<file path="src/rtl/adc_max10_core.sv">
// ---------------------------------------------------------------------------
// adc_max10_core
//
// Register-mapped sequencer for the MAX10 modular ADC IP. Software selects a
// set of conversion cells in ADMSK. A start (SC write or external trigger)
// latches the mask and issues one Avalon-ST command per selected cell, in
// ascending cell order. It then waits until a response has arrived for every
// command it issued. Each response is stored in the result register of the
// cell that owns the response channel.
//
// Register map (word addresses):
//   0  ADCS   {IF[5], IE[4], FR[3], TE[2], SC[1], EN[0]}
//   1  ADMSK  cell mask, bits 8:0 (cells 0..7 -> channels 0..7, cell 8 -> 17)
//   2..9      ADR0..ADR7 results, {20'b0, data[11:0]}, read-only
//   10        ADRT temperature-sensor result (cell 8), read-only
//   others    read 0, writes ignored
//
// Ports:
//   CLK, RESET             clock, asynchronous active-high reset
//   read_addr/read_data    combinational register read port
//   write_addr/write_data/write_enable   register write port
//   ADC_C_*                Avalon-ST command source to the ADC IP
//   ADC_R_*                Avalon-ST response sink from the ADC IP
//   ADC_Trigger            asynchronous external start input
//   ADC_Interrupt          IF & IE
//
// Build option: define ADC_EXT_TRIGGER_EN to include the TE bit and the
// ADC_Trigger synchronizer. When it is undefined, TE reads 0 and ADC_Trigger
// is ignored.
// ---------------------------------------------------------------------------
module adc_max10_core #(
    parameter int ADDR_WIDTH = 4
) (
    input  logic                  CLK,
    input  logic                  RESET,
    input  logic [ADDR_WIDTH-1:0] read_addr,
    output logic [31:0]           read_data,
    input  logic [ADDR_WIDTH-1:0] write_addr,
    input  logic [31:0]           write_data,
    input  logic                  write_enable,
    output logic                  ADC_C_Valid,
    output logic                  ADC_C_SOP,
    output logic                  ADC_C_EOP,
    output logic [4:0]            ADC_C_Channel,
    input  logic                  ADC_C_Ready,
    input  logic                  ADC_R_Valid,
    input  logic                  ADC_R_SOP,
    input  logic                  ADC_R_EOP,
    input  logic [4:0]            ADC_R_Channel,
    input  logic [11:0]           ADC_R_Data,
    input  logic                  ADC_Trigger,
    output logic                  ADC_Interrupt
);

    localparam int         NUM_CELLS    = 9;
    localparam int         TEMP_CELL    = 8;
    localparam logic [4:0] TEMP_CHANNEL = 5'd17;

    typedef enum logic [1:0] {
        ST_IDLE  = 2'd0,
        ST_ISSUE = 2'd1,
        ST_WAIT  = 2'd2
    } state_t;

    state_t               state_reg, state_next;
    logic                 en_reg, fr_reg, ie_reg;
    logic                 sc_reg, sc_next;
    logic                 if_reg, if_next, if_set;
    logic                 te_bit;
    logic [8:0]           admsk_reg;
    logic [8:0]           seq_mask_reg, seq_mask_next;
    logic                 first_reg, first_next;
    logic [4:0]           outstanding_reg, outstanding_next, outstanding_calc;
    logic [11:0]          adr_reg [NUM_CELLS];
    logic [NUM_CELLS-1:0] cell_hit;

    logic [31:0]          wr_idx, rd_idx;
    logic                 adcs_we, admsk_we;
    logic                 sw_start, trig_start, start_req, abort_req;
    logic                 handshake, resp_dec, fr_new;
    logic [8:0]           low_onehot, seq_mask_after;
    logic [4:0]           cmd_chan;

    assign wr_idx   = 32'(write_addr);
    assign rd_idx   = 32'(read_addr);
    assign adcs_we  = write_enable && (wr_idx == 32'd0);
    assign admsk_we = write_enable && (wr_idx == 32'd1);

    // A software start uses the EN value being written, so a single write of
    // EN|SC from the disabled state starts a sequence.
    assign sw_start  = adcs_we && write_data[0] && write_data[1] && (state_reg == ST_IDLE);
    assign abort_req = adcs_we && !write_data[0];
    assign start_req = sw_start || trig_start;
    assign fr_new    = adcs_we ? write_data[3] : fr_reg;

    // ------------------------------------------------------------------
    // External trigger path
    // ------------------------------------------------------------------
`ifdef ADC_EXT_TRIGGER_EN
    logic te_reg;
    logic trig_meta_reg, trig_sync_reg, trig_prev_reg;

    always_ff @(posedge CLK or posedge RESET) begin
        if (RESET) begin
            te_reg        <= 1'b0;
            trig_meta_reg <= 1'b0;
            trig_sync_reg <= 1'b0;
            trig_prev_reg <= 1'b0;
        end else begin
            if (adcs_we) begin
                te_reg <= write_data[2];
            end
            trig_meta_reg <= ADC_Trigger;
            trig_sync_reg <= trig_meta_reg;
            trig_prev_reg <= trig_sync_reg;
        end
    end

    assign te_bit     = te_reg;
    assign trig_start = trig_sync_reg && !trig_prev_reg && en_reg && te_reg
                        && (state_reg == ST_IDLE);

    logic unused_inputs;
    assign unused_inputs = &{1'b0, ADC_R_SOP, ADC_R_EOP, write_data[31:9]};
`else
    assign te_bit     = 1'b0;
    assign trig_start = 1'b0;

    logic unused_inputs;
    assign unused_inputs = &{1'b0, ADC_R_SOP, ADC_R_EOP, write_data[31:9],
                             write_data[2], ADC_Trigger};
`endif

    // ------------------------------------------------------------------
    // Command generation: the lowest remaining mask bit is the next cell.
    // ------------------------------------------------------------------
    assign low_onehot     = seq_mask_reg & (~seq_mask_reg + 9'd1);
    assign seq_mask_after = seq_mask_reg & ~low_onehot;

    always_comb begin
        cmd_chan = 5'd0;
        for (int i = 0; i < NUM_CELLS; i++) begin
            if (low_onehot[i]) begin
                cmd_chan = (i == TEMP_CELL) ? TEMP_CHANNEL : 5'(i);
            end
        end
    end

    assign ADC_C_Valid   = (state_reg == ST_ISSUE);
    assign ADC_C_SOP     = ADC_C_Valid && first_reg;
    assign ADC_C_EOP     = ADC_C_Valid && (seq_mask_after == 9'd0);
    assign ADC_C_Channel = ADC_C_Valid ? cmd_chan : 5'd0;
    assign ADC_Interrupt = if_reg && ie_reg;

    // Outstanding count: +1 per accepted command, -1 per response. Responses
    // arriving with nothing outstanding (e.g. after an abort) do not count.
    assign handshake        = ADC_C_Valid && ADC_C_Ready;
    assign resp_dec         = ADC_R_Valid && (outstanding_reg != 5'd0);
    assign outstanding_calc = outstanding_reg + {4'd0, handshake} - {4'd0, resp_dec};

    // ------------------------------------------------------------------
    // Sequencer FSM
    // ------------------------------------------------------------------
    always_ff @(posedge CLK or posedge RESET) begin
        if (RESET) begin
            state_reg       <= ST_IDLE;
            seq_mask_reg    <= 9'd0;
            first_reg       <= 1'b0;
            outstanding_reg <= 5'd0;
            sc_reg          <= 1'b0;
            if_reg          <= 1'b0;
        end else begin
            state_reg       <= state_next;
            seq_mask_reg    <= seq_mask_next;
            first_reg       <= first_next;
            outstanding_reg <= outstanding_next;
            sc_reg          <= sc_next;
            if_reg          <= if_next;
        end
    end

    always_comb begin
        state_next       = state_reg;
        seq_mask_next    = seq_mask_reg;
        first_next       = first_reg;
        outstanding_next = outstanding_calc;
        sc_next          = sc_reg;
        if_set           = 1'b0;

        case (state_reg)
            ST_IDLE: begin
                if (start_req) begin
                    if (admsk_reg == 9'd0) begin
                        // Empty mask: complete at once without issuing.
                        if_set  = 1'b1;
                        sc_next = 1'b0;
                    end else begin
                        state_next    = ST_ISSUE;
                        seq_mask_next = admsk_reg;
                        first_next    = 1'b1;
                        sc_next       = 1'b1;
                    end
                end
            end
            ST_ISSUE: begin
                if (handshake) begin
                    seq_mask_next = seq_mask_after;
                    first_next    = 1'b0;
                    if (seq_mask_after == 9'd0) begin
                        state_next = ST_WAIT;
                    end
                end
            end
            ST_WAIT: begin
                // Complete on the same edge the final response is taken.
                if (outstanding_calc == 5'd0) begin
                    if_set = 1'b1;
                    if (fr_new && (admsk_reg != 9'd0)) begin
                        state_next    = ST_ISSUE;
                        seq_mask_next = admsk_reg;
                        first_next    = 1'b1;
                    end else begin
                        state_next = ST_IDLE;
                        sc_next    = 1'b0;
                    end
                end
            end
            default: begin
                state_next = ST_IDLE;
            end
        endcase

        // Disabling the block abandons the sequence; results still land.
        if (abort_req) begin
            state_next       = ST_IDLE;
            seq_mask_next    = 9'd0;
            first_next       = 1'b0;
            outstanding_next = 5'd0;
            sc_next          = 1'b0;
        end
    end

    // Hardware set takes priority over a write-1-to-clear in the same cycle.
    assign if_next = if_set || (if_reg && !(adcs_we && write_data[5]));

    // ------------------------------------------------------------------
    // Software-owned control bits
    // ------------------------------------------------------------------
    always_ff @(posedge CLK or posedge RESET) begin
        if (RESET) begin
            en_reg    <= 1'b0;
            fr_reg    <= 1'b0;
            ie_reg    <= 1'b0;
            admsk_reg <= 9'd0;
        end else begin
            if (adcs_we) begin
                en_reg <= write_data[0];
                fr_reg <= write_data[3];
                ie_reg <= write_data[4];
            end
            if (admsk_we) begin
                admsk_reg <= write_data[8:0];
            end
        end
    end

    // ------------------------------------------------------------------
    // Result storage: each cell captures responses tagged with its channel.
    // ------------------------------------------------------------------
    generate
        for (genvar gi = 0; gi < NUM_CELLS; gi++) begin : g_cell
            localparam logic [4:0] CELL_CHANNEL = (gi == TEMP_CELL) ? TEMP_CHANNEL : 5'(gi);
            assign cell_hit[gi] = ADC_R_Valid && (ADC_R_Channel == CELL_CHANNEL);
        end
    endgenerate

    always_ff @(posedge CLK or posedge RESET) begin
        if (RESET) begin
            for (int i = 0; i < NUM_CELLS; i++) begin
                adr_reg[i] <= 12'd0;
            end
        end else begin
            for (int i = 0; i < NUM_CELLS; i++) begin
                if (cell_hit[i]) begin
                    adr_reg[i] <= ADC_R_Data;
                end
            end
        end
    end

    // ------------------------------------------------------------------
    // Combinational read mux
    // ------------------------------------------------------------------
    always_comb begin
        read_data = 32'd0;
        if (rd_idx == 32'd0) begin
            read_data = {26'd0, if_reg, ie_reg, fr_reg, te_bit, sc_reg, en_reg};
        end else if (rd_idx == 32'd1) begin
            read_data = {23'd0, admsk_reg};
        end else begin
            for (int i = 0; i < NUM_CELLS; i++) begin
                if (rd_idx == 32'(i + 2)) begin
                    read_data = {20'd0, adr_reg[i]};
                end
            end
        end
    end

endmodule

</file>
<file path="config.mk">
export PLATFORM = sky130hd
export DESIGN_NAME = adc_max10_core
export DESIGN_NICKNAME = d
export VERILOG_FILES = /design/src/rtl/adc_max10_core.sv
export SDC_FILE = /design/constraint.sdc
export NUM_CORES = 1
export LEC_CHECK = 0
export BUFFER_PORTS_ARGS = -buffer_cell sky130_fd_sc_hd__buf_2
export CORE_MARGIN = 2
export CORE_UTILIZATION = 24
export DETAILED_ROUTE_END_ITERATION = 7
export GPL_ROUTABILITY_DRIVEN = 0
export PLACE_DENSITY_LB_ADDON = 0.12
export SYNTH_ARGS = -nofsm -noshare
export SYNTH_HDL_FRONTEND = slang
export SYNTH_SLANG_ARGS = --single-unit
export TNS_END_PERCENT = 50
</file>
<file path="constraint.sdc">
create_clock -name CLK -period 4 [get_ports CLK]
set_input_delay 0.6 -clock CLK [delete_from_list [all_inputs] [get_ports CLK]]
set_output_delay 0.6 -clock CLK [all_outputs]
set_load 0.01 [all_outputs]
</file>
-- Yosys cells after proc, flatten, opt, wreduce, memory -nomap -nowiden
Index checks and enable logic that the tools add are counted.
- logic and storage cells: 148
- input bits: 65
- register bits: 139
- output and inout bits: 41
- equal/unequal tests: 28
- muxes and demuxes: 54
- $add $sub $neg: 3
- reductions and logical operators: 40
- bitwise gates (word level): 4
- operators by type and width (kind ; number):
    2-to-1 mux 32 bit ; 10
    logical NOT 32 bit ; 2
    2-to-1 mux 9 bit ; 6
    2-to-1 mux 5 bit ; 7
    case mux 9 bit (3 select lines) ; 1
    logical AND 1 bit ; 23
    equality test 5 x 3 -> 1 bit, second input constant ; 4
    AND 9 bit ; 2
    logical NOT 9 bit ; 2
    inverter 9 bit ; 2
    2-to-1 mux 1 bit ; 17
    equality test 4 x 3 -> 1 bit, second input constant ; 4
    2-to-1 mux 2 bit ; 8
    != test 3 bit, second input constant ; 5
    equality test 4 bit, second input constant ; 3
    2-to-1 mux 12 bit ; 1
    equality test 5 x 2 -> 1 bit, second input constant ; 2
    logical NOT 5 bit ; 2
    adder 9 x 1 -> 9 bit, second input constant ; 1
    nonzero test 9 bit ; 1
    equality test 4 x 1 -> 1 bit, second input constant ; 2
    equality test 4 x 2 -> 1 bit, second input constant ; 2
    != test 3 x 1 -> 1 bit, second input constant ; 2
    case mux 2 bit (3 select lines) ; 1
    17 further kinds ; 19

-- Depth between registers and ports, before layout
Gate-level depths: netlist of the first run.
- word-level depth: 12
- gate-level depth with buffers: 15
- depth with buffers taken out: 14

-- Worst setup path before layout of the first run
Ideal clock, no wire load.
- kind: register -> register
- from: register state_reg[1]
- to: register seq_mask_reg[1]
- buffers on the path: 2
- setup slack: 0.634 ns
- period minus slack after synthesis: 3.366 ns
- library setup time: 0.126 ns
- required time: 3.874 ns
- data arrival time: 3.240 ns
- cell stages (with the launch flop): 16
- cell sequence: dfrtp_1 > clkbuf_1 > nand2b_1 > inv_1 > nand2_1 > ha_1 > inv_1 > ha_1 > fa_1 > xor2_1 > nor3_1 > and3b_1 > nand4_4 > and3_4 > buf_6 > a221o_1
- cells in the longest elaborated chain, start to end: 7
- ends and longest elaborated chain (what ; line ; text):
    start: declaration ; 65 ; state_t state_reg, state_next;
    start signal: assignment ; 173 ; state_reg <= state_next;
    equality test 2 x 1 -> 1 bit * ; 149 ; assign ADC_C_Valid = (state_reg == ST_ISSUE);
    via ADC_C_Valid ; 41 ; output logic ADC_C_Valid,
    logical AND 1 bit ; 157 ; assign handshake = ADC_C_Valid && ADC_C_Ready;
    adder 5 x 1 -> 5 bit ; 159 ; assign outstanding_calc = outstanding_reg + {4'd0, handshake} - {4'd0, resp_dec};
    subtractor 5 x 1 -> 5 bit ; 159 ;
    logical NOT 5 bit ; 216 ; if (outstanding_calc == 5'd0) begin
    != test 3 bit (no line) ; -- ;
    AND reduction 6 bit (no line) ; -- ;
    end signal: assignment ; 174 ; seq_mask_reg <= seq_mask_next;
    end: declaration ; 71 ; logic [8:0] seq_mask_reg, seq_mask_next;
Mark *: on every way through the listed nets, which the timed path passes. The rest lies on a longest branch.
A chain may end at the register's enable or synchronous reset.

-- Worst setup path in the final report of the first run
- from: register outstanding_reg[3]
- to: register seq_mask_reg[2]
- cells in the longest elaborated chain, start to end: 6
- ends and longest elaborated chain (what ; line ; text):
    start: declaration ; 73 ; logic [4:0] outstanding_reg, outstanding_next, outstanding_calc;
    start signal: assignment ; 176 ; outstanding_reg <= outstanding_next;
    parallel branches: the longest is 2 deep, another holds adder 5 x 1 -> 5 bit ; -- ;
    subtractor 5 x 1 -> 5 bit * ; 159 ;
    logical NOT 5 bit * ; 216 ;
    != test 3 bit (no line) * ; -- ;
    AND reduction 6 bit (no line) * ; -- ;
Every way passes the cells marked *.

==> results of run 1 <==
[logic make-up after synthesis]
group / synth area share (%)
simple gates: 9.55
flops: 48.0
other cells: 0.0517
buf+inv: 5.21
compound gates: 13.8
mux: 21.5
xor+xnor: 0.484
fa+ha+maj: 1.45
[how the worst max path moves through the flow]
stage | start | slack (ns) | cells after the start | end
final | outstanding_reg[3]$_DFF_PP0_ | 0.34 | 14 | seq_mask_reg[2]$_DFFE_PP0P_
after CTS | outstanding_reg[3]$_DFF_PP0_ | 0.33 | 14 | seq_mask_reg[2]$_DFFE_PP0P_
after global placement | outstanding_reg[3]$_DFF_PP0_ | 0.40 | 14 | seq_mask_reg[4]$_DFFE_PP0P_
after detailed placement | outstanding_reg[3]$_DFF_PP0_ | 0.32 | 14 | seq_mask_reg[5]$_DFFE_PP0P_
after global routing | outstanding_reg[3]$_DFF_PP0_ | 0.05 | 14 | seq_mask_reg[2]$_DFFE_PP0P_
after floorplan | state_reg[1]$_DFFE_PP0P_ | 0.63 | 15 | seq_mask_reg[1]$_DFFE_PP0P_
[stage by stage]
stage          setup slack (ns)  area [µm²]  utilization (%)  instances
2_1_floorplan             0.634        7330                -        665
3_3_place_gp              0.397        7970             26.8       1074
3_5_place_dp              0.320        7970             26.8       1074
4_1_cts                   0.326        8560             28.8       1106
5_1_grt                  0.0484        8560             28.8       1106
6_report                  0.337        8560             28.8       1106
[area by class of cell]
cell class	instances	area, µm²
fillers	3057	21200
flip-flops and latches	139	3480
multi-input cells	450	3470
well taps	390	488
repair buffers	76	463
clock buffers	18	439
clock inverters	14	151
inverters	19	75.1
[routing by layer]
metal / wire, µm / vias to the layer above / global-route usage [%]
li1: - / 2446 / -
met1: 9820 / 2712 / 18.7
met2: 10200 / 109 / 23.0
met3: 880 / 14 / 3.13
met4: 228 / 2 / 2.97
met5: 10 / - / 0
[cell usage in the layout, fill, tap and decap left out, types with 7 or more instances in the layout]
cell type / instances
a21boi_0: 9
a21oi_1: 34
a221o_1: 11
a221oi_1: 9
a22oi_1: 8
buf_2: 58
buf_4: 15
clkbuf_16: 17
conb_1: 21
dfrtp_1: 139
inv_1: 18
mux2_2: 129
mux2i_1: 9
nand2_1: 37
nand2b_1: 8
nand3_1: 7
nor2_1: 39
nor2b_1: 10
nor3_1: 15
o21ai_0: 21
o22ai_1: 8
[where the power goes]
| group | internal [mW] | switching [mW] |
|---|---|---|
| combinational | 0.636 | 0.702 |
| clock | 0.900 | 0.684 |
| sequential | 1.74 | 0.256 |
| total | 3.27 | 1.64 |
==> reports/qor.csv, run 1 <==
metric,value,unit
status,finished clean,
crit path launch type,flop,
die width,178,µm
total CTS buffers,17,
register-to-register setup slack,0.34,ns
largest area contributor in the netlist,dfrtp_1,
yosys warns,0,
"top cells by count, synth","dfrtp_1 (139), mux2_2 (129), nor2_1 (39)",
pin slew with the least headroom to its limit,1.07,ns
initial antenna violation count,1,
FF-to-FF End,seq_mask_reg[2]$_DFFE_PP0P_,
root buf cell,clkbuf_16,
fmax,273,MHz
worst reg2reg path depth,14,
Resized Gates After CTS,0,
Synth cell types,64,
CTS H-tree depth,4,
Die H,178,µm
total core area,29700,µm²
Mean Syn Cell Area,11.2,µm²
maximum number of pins on one net before global-route repair,54,
WP data required,4.36,ns
Critical Path AT,4.02,ns
vias in the first global route,5405,
Worst Path Max Fanout,10,
Post-Synthesis Cells,645,
via count,5283,
ANT cells,0,
drt drc,0,
Sink Count,139,
number of flip-flops in the largest register,108,
GRT Residual Overflow,0,
post-synth top area share,48.0,%
Core Rows,63,
critical path's slowest cell,a211oi_4,
PortBufs,58,
Mapped Area,7250,µm²
final worst path period share,91.6,%
Wirelength per Cell,19.1,µm
Critical Path End Type,flop,
max incr delay on CP,0.55,ns
RSZ-0062 raised after global routing,false,
"wirelength, routed",21100,µm
Final Hold Vio Count,0,
CTS tree,yes,
Slew HR,28.7,%
area grow syn2layout,18.1,%
first-pass GRT wire length,32900,µm
Top delay family on crit path,compound AO/OA/AOI/OAI gates,
TNS Setup,0,ns
skew final,0.00821,ns
DIE AREA,31600,µm²
Max-Cap Viols,0,
post-synthesis register bit count,139,
fin crit period,3.66,ns
worst-path cell chain,inv_1 > ha_1 > inv_1 > o41a_1 > ha_1 > inv_1 > ha_1 > fa_1 > xor2_1 > nor3_1 > and3b_1 > nand4_4 > a211oi_4 > a221o_1,
Initial Util,24.4,%
"Setup violations, final",0,
gr usage total,13.9,%
"Clk pin slew, worst setup/hold paths",0.06,ns
clk buf depth,2,
DP HPWL,15000,µm
total power,4.92,mW
P_leak,3.82,nW
type of the worst min-delay path,in -> async,
1st-pass router iterations,4,
CTS Hold Bufs,0,
top-level I/O count,106,
Area contributors post-synth,"dfrtp_1 (48%), mux2_2 (20%), a21oi_1 (2.3%)",
"antenna viol nets, final",0,
Post-synth ARST share,100,%
Reg2Reg Launch Point,outstanding_reg[3]$_DFF_PP0_,
power per cell area,574,nW/µm²
Max IR drop VDD,0.280,mV
"count leader, synth",dfrtp_1,
CP bufs+invs,3,
postcts setup bufs,0,
Iteration-0 DRC Markers,229,
worst skew pair latency,0.42,ns
Final Hold Slack,0.413,ns
max-slew violation count,0,
"Primary FF master, synth",dfrtp_1,
Vias/cell,4.78,
Post-synth EDFFs,0,
sequential fraction of the synthesis area,48.0,%
layout cells sized above 1,34.6,%
Layout Nets,775,
CP Class,reg -> reg,
Power figures use the tool's default switching activity.
==> run 2, diff against run 1 <==
--- a/config.mk
+++ b/config.mk
@@ -8,9 +8,9 @@
 export BUFFER_PORTS_ARGS = -buffer_cell sky130_fd_sc_hd__buf_2
 export CORE_MARGIN = 2
 export CORE_UTILIZATION = 24
+export CTS_CLUSTER_SIZE = 12
 export DETAILED_ROUTE_END_ITERATION = 7
 export GPL_ROUTABILITY_DRIVEN = 0
-export PLACE_DENSITY_LB_ADDON = 0.12
 export SYNTH_ARGS = -nofsm -noshare
 export SYNTH_HDL_FRONTEND = slang
 export SYNTH_SLANG_ARGS = --single-unit
==> run 2 against run 1 <==
- via count is 1.0% higher
- first-iteration DRC count is 110% higher
- sequential cell count stayed put
- non-clock buffer count is 1 lower
- die area stayed put
- critical path type unchanged
- largest power group unchanged
- highest routed layer is now met4
==> reports/qor.csv, run 2 (synthesis gave the netlist of run 1 again) <==
metric,value,unit,change
pin slew with the least headroom to its limit,0.897,ns,-0.173 ns
total CTS buffers,17,,unchanged
P_leak,3.78,nW,-0.94%
Iteration-0 DRC Markers,491,,+110%
Die H,178,µm,unchanged
placed cells,1073,,-0.093%
DIE AREA,31600,µm²,unchanged
1st-pass router iterations,5,,+1
worst skew pair latency,0.42,ns,about the same
gr usage total,12.5,%,-1.5 points
Critical Path End Type,flop,,
postcts setup bufs,0,,unchanged
"wirelength, routed",19000,µm,-10%
Worst Path Max Fanout,10,,unchanged
most frequent cells in the layout,"dfrtp_1 (139), mux2_2 (129), buf_2 (58), nor2_1 (39), nand2_1 (37)",,
"commonest non-fill, non-tap cell in the layout",dfrtp_1,,
Max IR drop VDD,0.273,mV,-2.5%
final worst path period share,89.6,%,-2.0 points
drt drc,0,,unchanged
Sink Count,139,,unchanged
CTS Hold Bufs,0,,unchanged
utilization after layout,28.5,%,-0.27 points
max-slew violation count,0,,unchanged
"antenna viol nets, final",0,,unchanged
final worst slack,0.418,ns,+0.0806 ns
Resized Gates After CTS,0,,unchanged
PortBufs,58,,unchanged
clk buf depth,2,,unchanged
Worst Setup SP,outstanding_reg[3]$_DFF_PP0_,,
fin crit period,3.58,ns,-0.0806 ns
CP Class,reg -> reg,,
power per cell area,562,nW/µm²,-2.2%
"non-filler cells, final",1106,,unchanged
Max-Cap Viols,0,,unchanged
area grow syn2layout,17.0,%,
WP data required,4.36,ns,about the same
maximum number of pins on one net before global-route repair,83,,+54%
crit path launch type,flop,,
layout cells sized above 1,34.5,%,-0.091 points
skew final,0.00753,ns,-0.000686 ns
Reg2Reg Launch Point,outstanding_reg[3]$_DFF_PP0_,,
DP HPWL,13300,µm,-11%
Final Hold Vio Count,0,,unchanged
via count,5336,,+1.0%
Wirelength per Cell,17.2,µm,-10%
status,finished clean,,
Core Rows,63,,unchanged
Vias/cell,4.82,,+1.0%
root buf cell,clkbuf_16,,
Slew HR,40.1,%,+11 points
CTS tree,yes,,
type of the worst min-delay path,in -> async,,
CTS H-tree depth,4,,unchanged
Layout Nets,774,,-0.13%
total core area,29700,µm²,unchanged
DP Worst Slack,0.436,ns,+0.116 ns
Critical Path AT,3.94,ns,-0.08 ns
TNS Setup,0,ns,unchanged
RSZ-0062 raised after global routing,false,,
top-level I/O count,106,,unchanged
fmax,279,MHz,+2.3%
vias in the first global route,5258,,-2.7%
"Setup violations, final",0,,unchanged
number of flip-flops in the largest register,108,,unchanged
"Clk pin slew, worst setup/hold paths",0.06,ns,about the same
die width,178,µm,unchanged
GRT Residual Overflow,0,,unchanged
initial antenna violation count,0,,-1
first-pass GRT wire length,30200,µm,-8.3%
Initial Util,24.4,%,unchanged
run 2: changes by cell type in the layout (fill, tap and decap cells not counted), sizes merged:
| cell | change |
|---|---|
| buf | -1 |
| bufinv | -1 |
| clkbuf | -1 |
| clkinv | +4 |
| diode | +1 |
| inv | -2 |
run 2: final timing paths:
kind / endpoint / slack, ns / cells past startpoint
min: adr_reg[34]$_DFFE_PP0P_ / 0.35 / 2
max reg2reg: seq_mask_reg[4]$_DFFE_PP0P_ / 0.42 / 14
max in group asynchronous: adr_reg[78]$_DFFE_PP0P_ / 2.76 / 3
max: seq_mask_reg[4]$_DFFE_PP0P_ / 0.42 / 14
min in group CLK: admsk_reg[2]$_DFFE_PP0P_ / 0.41 / 2
min reg2reg: adr_reg[72]$_DFFE_PP0P_ / 0.50 / 1
run 2: per-stage QoR:
stage / total power, mW / cell area [µm²] / hold WS [ns]
2_1_floorplan: 2.97 / 7330 / 0.461
3_3_place_gp: 3.28 / 7940 / 0.481
3_5_place_dp: 3.32 / 7940 / 0.485
4_1_cts: 4.79 / 8480 / 0.374
5_1_grt: 5.06 / 8480 / 0.404
6_report: 4.76 / 8480 / 0.345
run 2: cell type report:
type	count	area, µm²
fillers	3061	21200
flip-flops and latches	139	3480
multi-input cells	450	3470
well taps	390	488
repair buffers	75	430
clock buffers	17	425
clock inverters	15	114
inverters	19	75.1
diodes	1	2.50
run 2: worst max-delay path: stages, from the launching register on:
cell and delay (ns):
dfrtp_1 0.39, inv_1 0.08, ha_1 0.14, inv_1 0.03, o41a_1 0.42, ha_1 0.29
inv_1 0.04, ha_1 0.20, fa_1 0.41, xor2_1 0.19, nor3_1 0.19, and3b_1 0.24
nand4_4 0.15, a211oi_4 0.53, a221o_1 0.23
run 2: metal layers:
| metal | track usage (%) | vias to the layer above | wire (µm) |
|---|---|---|---|
| met1 | 16.8 | 2720 | 8750 |
| met3 | 3.41 | 17 | 1170 |
| met5 | 0 | - | 0 |
| li1 | - | 2435 | - |
| met4 | 3.07 | 0 | 184 |
| met2 | 19.8 | 164 | 8870 |
run 2: power breakdown:
part           leakage, nW  switching (mW)  total [mW]  internal [mW]
combinational         1.76           0.674        1.30          0.628
sequential            1.76           0.261        2.00           1.74
clock                0.265           0.660        1.46          0.801
